## src/rtl/uart_pkg.sv

```systemverilog
// Shared types and helpers for the parametrised UART receiver.
package uart_pkg;

  typedef enum logic [1:0] {
    NONE = 2'd0,
    ODD  = 2'd1,
    EVEN = 2'd2
  } parity_e;

  // Receiver FSM states; prefixed so they never collide with module parameters.
  typedef enum logic [2:0] {
    S_IDLE,
    S_START,
    S_DATA,
    S_PARITY,
    S_STOP,
    S_WAIT_HIGH
  } rx_state_e;

  // Width of a counter that must hold 0..clks-1.
  function automatic int timer_w(input int clks);
    return (clks > 1) ? $clog2(clks) : 1;
  endfunction

endpackage

```

## src/rtl/uart_bit_timer.sv

```systemverilog
// Free-running bit-period counter; ticks at the half-bit and end-of-bit points.
module uart_bit_timer
  import uart_pkg::*;
#(
  parameter int CLKS_PER_BIT = 16
) (
  input  logic clk,
  input  logic reset,
  input  logic restart,
  output logic half_tick,
  output logic full_tick
);

  localparam int            TW   = timer_w(CLKS_PER_BIT);
  localparam logic [TW-1:0] HALF = TW'(CLKS_PER_BIT / 2 - 1);
  localparam logic [TW-1:0] LAST = TW'(CLKS_PER_BIT - 1);

  logic [TW-1:0] cnt;

  // Count 0..CLKS_PER_BIT-1 and wrap; restart realigns to the current edge.
  always_ff @(posedge clk) begin
    if (reset || restart)  cnt <= '0;
    else if (cnt == LAST)  cnt <= '0;
    else                   cnt <= cnt + 1'b1;
  end

  assign half_tick = (cnt == HALF);
  assign full_tick = (cnt == LAST);

endmodule

```

## src/rtl/uart_rx_param.sv

```systemverilog
// Parametrised UART receiver: synchronizer, framing FSM, shift register and
// a single-entry output register with valid/ready handshake.
module uart_rx_param
  import uart_pkg::*;
#(
  parameter int CLKS_PER_BIT = 16,
  parameter int DATA_BITS    = 8,
  parameter int PARITY       = 0,
  parameter int STOP_BITS    = 1
) (
  input  logic                 clk,
  input  logic                 reset,
  input  logic                 rx_in,
  output logic [DATA_BITS-1:0] data_out,
  output logic                 data_valid,
  input  logic                 data_ready,
  output logic                 frame_err,
  output logic                 parity_err,
  output logic                 overrun,
  output logic                 busy
);

  localparam parity_e PAR = parity_e'(PARITY);

  rx_state_e            state, state_n;
  logic                 rx_meta, rx_s;
  logic                 restart, load;
  logic                 half_tick, full_tick;
  logic [DATA_BITS-1:0] shreg;
  logic [3:0]           bit_cnt;
  logic                 stop_cnt;
  logic                 perr_q, ferr_q;
  logic                 par_mismatch;

  uart_bit_timer #(.CLKS_PER_BIT(CLKS_PER_BIT)) u_timer (
    .clk       (clk),
    .reset     (reset),
    .restart   (restart),
    .half_tick (half_tick),
    .full_tick (full_tick)
  );

  // Two-flop synchronizer; resets to the idle (high) line level.
  always_ff @(posedge clk) begin
    if (reset) {rx_s, rx_meta} <= 2'b11;
    else       {rx_s, rx_meta} <= {rx_meta, rx_in};
  end

  // State register.
  always_ff @(posedge clk) begin
    if (reset) state <= S_IDLE;
    else       state <= state_n;
  end

  // Next-state logic; timer is held cleared in IDLE and realigned at the
  // start-bit centre so every later full_tick lands on a bit centre.
  always_comb begin
    state_n = state;
    restart = 1'b0;
    load    = 1'b0;
    case (state)
      S_IDLE: begin
        restart = 1'b1;
        if (!rx_s) state_n = S_START;
      end
      S_START: begin
        if (half_tick) begin
          if (!rx_s) begin
            state_n = S_DATA;
            restart = 1'b1;
          end else begin
            state_n = S_IDLE;
          end
        end
      end
      S_DATA: begin
        if (full_tick && bit_cnt == 4'(DATA_BITS - 1))
          state_n = (PAR != NONE) ? S_PARITY : S_STOP;
      end
      S_PARITY: begin
        if (full_tick) state_n = S_STOP;
      end
      S_STOP: begin
        if (full_tick && stop_cnt == 1'(STOP_BITS - 1)) begin
          load    = 1'b1;
          state_n = rx_s ? S_IDLE : S_WAIT_HIGH;
        end
      end
      S_WAIT_HIGH: begin
        if (rx_s) state_n = S_IDLE;
      end
      default: state_n = S_IDLE;
    endcase
  end

  // Even: parity bit must equal XOR of data; odd: it must differ.
  assign par_mismatch = (PAR == EVEN) ? (rx_s != ^shreg) : (rx_s == ^shreg);

  // Shift register and per-frame error accumulation.
  always_ff @(posedge clk) begin
    if (reset) begin
      shreg    <= '0;
      bit_cnt  <= '0;
      stop_cnt <= 1'b0;
      perr_q   <= 1'b0;
      ferr_q   <= 1'b0;
    end else begin
      if (state == S_IDLE) begin
        bit_cnt  <= '0;
        stop_cnt <= 1'b0;
        perr_q   <= 1'b0;
        ferr_q   <= 1'b0;
      end
      if (full_tick) begin
        if (state == S_DATA) begin
          shreg   <= {rx_s, shreg[DATA_BITS-1:1]};
          bit_cnt <= bit_cnt + 1'b1;
        end
        if (state == S_PARITY) perr_q <= par_mismatch;
        if (state == S_STOP) begin
          stop_cnt <= stop_cnt + 1'b1;
          if (!rx_s) ferr_q <= 1'b1;
        end
      end
    end
  end

  // Output register: load when empty or being drained, else drop and flag.
  always_ff @(posedge clk) begin
    if (reset) begin
      data_out   <= '0;
      data_valid <= 1'b0;
      frame_err  <= 1'b0;
      parity_err <= 1'b0;
      overrun    <= 1'b0;
    end else begin
      overrun <= 1'b0;
      if (load && (!data_valid || data_ready)) begin
        data_out   <= shreg;
        frame_err  <= ferr_q | ~rx_s;
        parity_err <= (PAR != NONE) && perr_q;
        data_valid <= 1'b1;
      end else begin
        if (load) overrun <= 1'b1;
        if (data_valid && data_ready) data_valid <= 1'b0;
      end
    end
  end

  assign busy = (state != S_IDLE);

endmodule

```

## config.mk

```make
export PLATFORM = sky130hd
export DESIGN_NAME = uart_rx_param
export DESIGN_NICKNAME = d
export VERILOG_FILES = /design/src/rtl/uart_pkg.sv /design/src/rtl/uart_bit_timer.sv /design/src/rtl/uart_rx_param.sv
export SDC_FILE = /design/constraint.sdc
export NUM_CORES = 1
export LEC_CHECK = 0
export BUFFER_PORTS_ARGS = -buffer_cell sky130_fd_sc_hd__buf_2
export CORE_AREA = 2 2 56 58
export CTS_CLUSTER_SIZE = 12
export DETAILED_ROUTE_END_ITERATION = 7
export DIE_AREA = 0 0 58 60
export PLACE_DENSITY = 0.71
export SYNTH_ARGS = -nofsm -noshare
export SYNTH_HDL_FRONTEND = slang
export SYNTH_SLANG_ARGS = --single-unit
```

## constraint.sdc

```tcl
create_clock -name clk -period 3.2 [get_ports clk]
set_input_delay 0.64 -clock clk [delete_from_list [all_inputs] [get_ports clk]]
set_output_delay 0.64 -clock clk [all_outputs]
set_load 0.02 [all_outputs]
```

==> impl_metrics.py <==
metrics = {
    "cells_and_area": {
        "drive_above_1_share": 0.1965,
        "nets": 179,
        "finish.instance_area_mm2": 0.001598,
        "sequential_cell_area_um2": 680.7,
        "synthToLayoutAreaGrowth_pct": 9.145,
        "multi_input_combinational_cell_area_um2": 711.9,
        "fillers": 271,
        "n_antenna_cell": 0,
    },
    "worst_setup_path": {
        "worst_stage_delay_on_the_critical_path_ps": 400,
        "worst-endpoint-required_ps": 2560,
        "critPathLaunch": "state[0]$_SDFFE_PP0P_",
        "cp_cell_sequence": "or2_2 > nor2_1 > inv_1 > buf_2",
        "crit_buf_inv": 2,
        "crit_path_start_kind": "flop",
        "crit_path_end_kind": "output port",
        "worst_setup_path_category": "flop to output port",
        "critPathSlowestCell": "sky130_fd_sc_hd__dfxtp_1",
        "regToRegStartpoint": "u_timer.cnt[0]$_SDFF_PP0_",
        "timing.critical_path.max_delay_family": "simple AND/OR/NAND/NOR gates",
        "worst-endpoint-arrival_ps": 1570,
        "worstPathMaxFanout": 8,
    },
    "sta": {
        "maximum_clock_rate_ghz": 0.4531,
        "hold_violation_total_from_the_final_report": 0,
        "setup_repair_after_global_routing_missed_its_margin": "false",
        "timing.max_slew.rel_slack": 0.6240,
        "finalClockSkew_ps": 7.537,
        "layout_worst_path_cycle_share": 0.6897,
        "worst_slew_pin_slew_ps": 563.9,
        "slew_violations": 0,
        "setup_viol": 0,
        "final.min_clock_period_ps": 2207,
        "totalNegativeSetupSlack_ps": 0,
    },
    "place": {
        "placed_area_mm2": 0.001516,
        "dp_hpwl_um": 1746,
        "gpl.final_weighted_congestion": 0.7964,
        "buffer_ports.inserted": 15,
    },
    "grt": {
        "global_route_wire_length_before_repair_um": 4181,
        "grt_usage": 0.1600,
        "number_of_global_route_vias_before_repair": 969,
        "number_of_antenna_violations_at_the_first_check_in_global_routing": 0,
        "grt_start_max_net_pins": 33,
        "global_route.overflow_total": 0,
    },
    "pwr": {
        "power_density_mw_per_mm2": 512.8,
        "total_leakage_power_nw": 0.6784,
        "vdd.ir_drop.worst_mv": 0.3240,
    },
    "floorplanning": {
        "boundaryPins": 17,
        "die_height_um": 60,
        "start_util": 0.5043,
        "die_area_mm2": 0.003480,
        "floorplan.die.width_um": 58,
        "num_rows": 20,
        "fp.coreArea_mm2": 0.002903,
    },
    "route": {
        "detail_route.vias_per_cell": 5.282,
        "drt-total-wl_um": 2476,
        "remaining_drc_errors": 0,
        "drtPass1Iterations": 4,
        "vias": 1088,
        "post_drt_wl_per_cell_um": 12.02,
        "drtIter0Drc": 36,
        "final_antenna_net_count": 0,
    },
    "synth": {
        "avg_cell_area_syn_um2": 9.149,
        "syn_nets": 166,
        "synth_sequential_area_ratio": 0.4650,
        "yosysWarningCount": 0,
        "post_synth_instance_area_mm2": 0.001464,
        "postSynthRegisterBits": 34,
        "syn_inst": 160,
        "post_synth_num_cell_types": 43,
    },
    "clock_network": {
        "clock-root-buffer": "sky130_fd_sc_hd__clkbuf_4",
        "clkSinkCount": 34,
        "clock_path_buffers": 2,
        "post_cts_resized": 0,
        "clk_pin_slew_ps": 100,
        "clkLatencyLatePin_ps": 330,
        "cts_hold_buffers": 0,
        "cts_inserted_buffers": 5,
        "tritoncts": "yes",
        "post_cts_setup_buffer_count": 0,
        "htreeDepth": 2,
    },
    "run_status": {
        "status": "complete, no violations",
    },
    "flow_run": {
        "max_cap_viol_count": 0,
    },
    "min_path": {
        "hold_class": "flop to flop",
        "worstHoldStart": "rx_meta$_SDFF_PP1_",
    },
}
==> power breakdown <==
| group | internal [mW] | leakage, nW | switching, mW |
|---|---|---|---|
| clock | 0.182 | 0.0443 | 0.132 |
| combinational | 0.0261 | 0.360 | 0.0414 |
| sequential | 0.429 | 0.275 | 0.00915 |
==> worst reg2reg max path: cells and delay by family, from the launching register on <==
kind	cells	cell delay (ps)
adder cells (fa/ha/maj)	1	210
flip-flops	1	370
AND/OR/NAND/NOR	5	1220
==> Yosys cell counts, drive strengths merged <==
| cell type | instances | share of area |
|---|---|---|
| dfxtp | 34 | 0.46 |
| nand3b | 3 | 0.015 |
| nor2b | 1 | 0.0043 |
| mux2i | 9 | 0.062 |
| and2b | 5 | 0.029 |
| conb | 1 | 0.0026 |
| ha | 2 | 0.017 |
| nor3b | 2 | 0.014 |
| nand2b | 2 | 0.0085 |
| nor2 | 22 | 0.056 |
| a31oi | 1 | 0.0043 |
| a21oi | 13 | 0.047 |
| a211o | 1 | 0.0060 |
| o31ai | 1 | 0.0051 |
| inv | 2 | 0.0051 |
| or3 | 1 | 0.0043 |
| nor3 | 5 | 0.017 |
| or2 | 3 | 0.013 |
| nand4b | 1 | 0.0060 |
| a22oi | 2 | 0.014 |
| mux2 | 2 | 0.015 |
| or3b | 1 | 0.0060 |
| nand4 | 2 | 0.013 |
| buf | 4 | 0.024 |
| and2 | 1 | 0.0043 |
| xor2 | 1 | 0.0060 |
| nand3 | 2 | 0.0068 |
| and3 | 1 | 0.0043 |
| nand2 | 22 | 0.056 |
| o21a | 1 | 0.0051 |
| clkbuf | 5 | 0.020 |
| xnor2 | 2 | 0.012 |
| o21ai | 5 | 0.032 |
==> cell type report <==
| type | instances | share of cell area |
|---|---|---|
| multi-input combinational | 115 | 0.4456 |
| sequential | 34 | 0.4260 |
| timing repair buffer | 15 | 0.04699 |
| clock buffer | 6 | 0.03211 |
| tap | 33 | 0.02584 |
| clock inverter | 1 | 0.01879 |
| inverter | 2 | 0.004699 |
==> cells by family after synthesis <==
| logic type | synth area share |
|---|---|
| AOI/OAI and AO/OA | 0.1137 |
| other | 0.002562 |
| buffers and inverters | 0.04871 |
| muxes | 0.07692 |
| xor gates and xnor gates | 0.01795 |
| adders and majority gates | 0.01709 |
| DFF | 0.4650 |
| and+or+nand+nor | 0.2581 |
==> flip-flops by register name, summed over array words and instances, names as in the netlist <==
name         count
shreg            8
state            3
overrun          1
rx_s             1
stop_cnt         1
data_valid       1
data_out         8
ferr_q           1
bit_cnt          4
rx_meta          1
frame_err        1
u_timer.cnt      4
==> cells in the final DEF, fill, tap and decap left out, types with 5 or more instances in the layout <==
cell type / n
sky130_fd_sc_hd__nor2_1: 22
sky130_fd_sc_hd__mux2i_1: 9
sky130_fd_sc_hd__a21oi_1: 12
sky130_fd_sc_hd__nor3_1: 5
sky130_fd_sc_hd__dfxtp_1: 34
sky130_fd_sc_hd__clkbuf_4: 5
sky130_fd_sc_hd__buf_2: 15
sky130_fd_sc_hd__nand2_1: 22
==> routing by layer <==
layer | global-route usage | share of wire
met2 | 0.2630 | 0.47
met1 | 0.1957 | 0.47
met3 | 0.05844 | 0.050
met5 | 0 | 0
met4 | 0.04983 | 0.012
==> stage by stage <==
stage / hold WS, ps / std cells / total power, mW / utilization / worst slack [ps]
final: 419.5 / 206 / 0.8194 / 0.5504 / 992.8
after global routing: 441.2 / 206 / 0.8585 / 0.5504 / 881.4
after CTS: 422.5 / 206 / 0.8268 / 0.5504 / 987.4
after detailed placement: 398.8 / 199 / 0.5155 / 0.5224 / 1269
after global placement: 398.7 / 199 / 0.5133 / 0.5224 / 1351
after floorplan: 389.5 / 160 / 0.5009 / - / 1512
==> final timing paths <==
kind              cells past startpoint                      to  slack [ps]
setup / recovery                      4                    busy         990
hold / removal                        1         rx_s$_SDFF_PP1_         420
setup reg to reg                      6  frame_err$_SDFFE_PP0P_        1270
hold reg to reg                       1         rx_s$_SDFF_PP1_         420
Note: power is estimated with default switching activity, not from simulation.
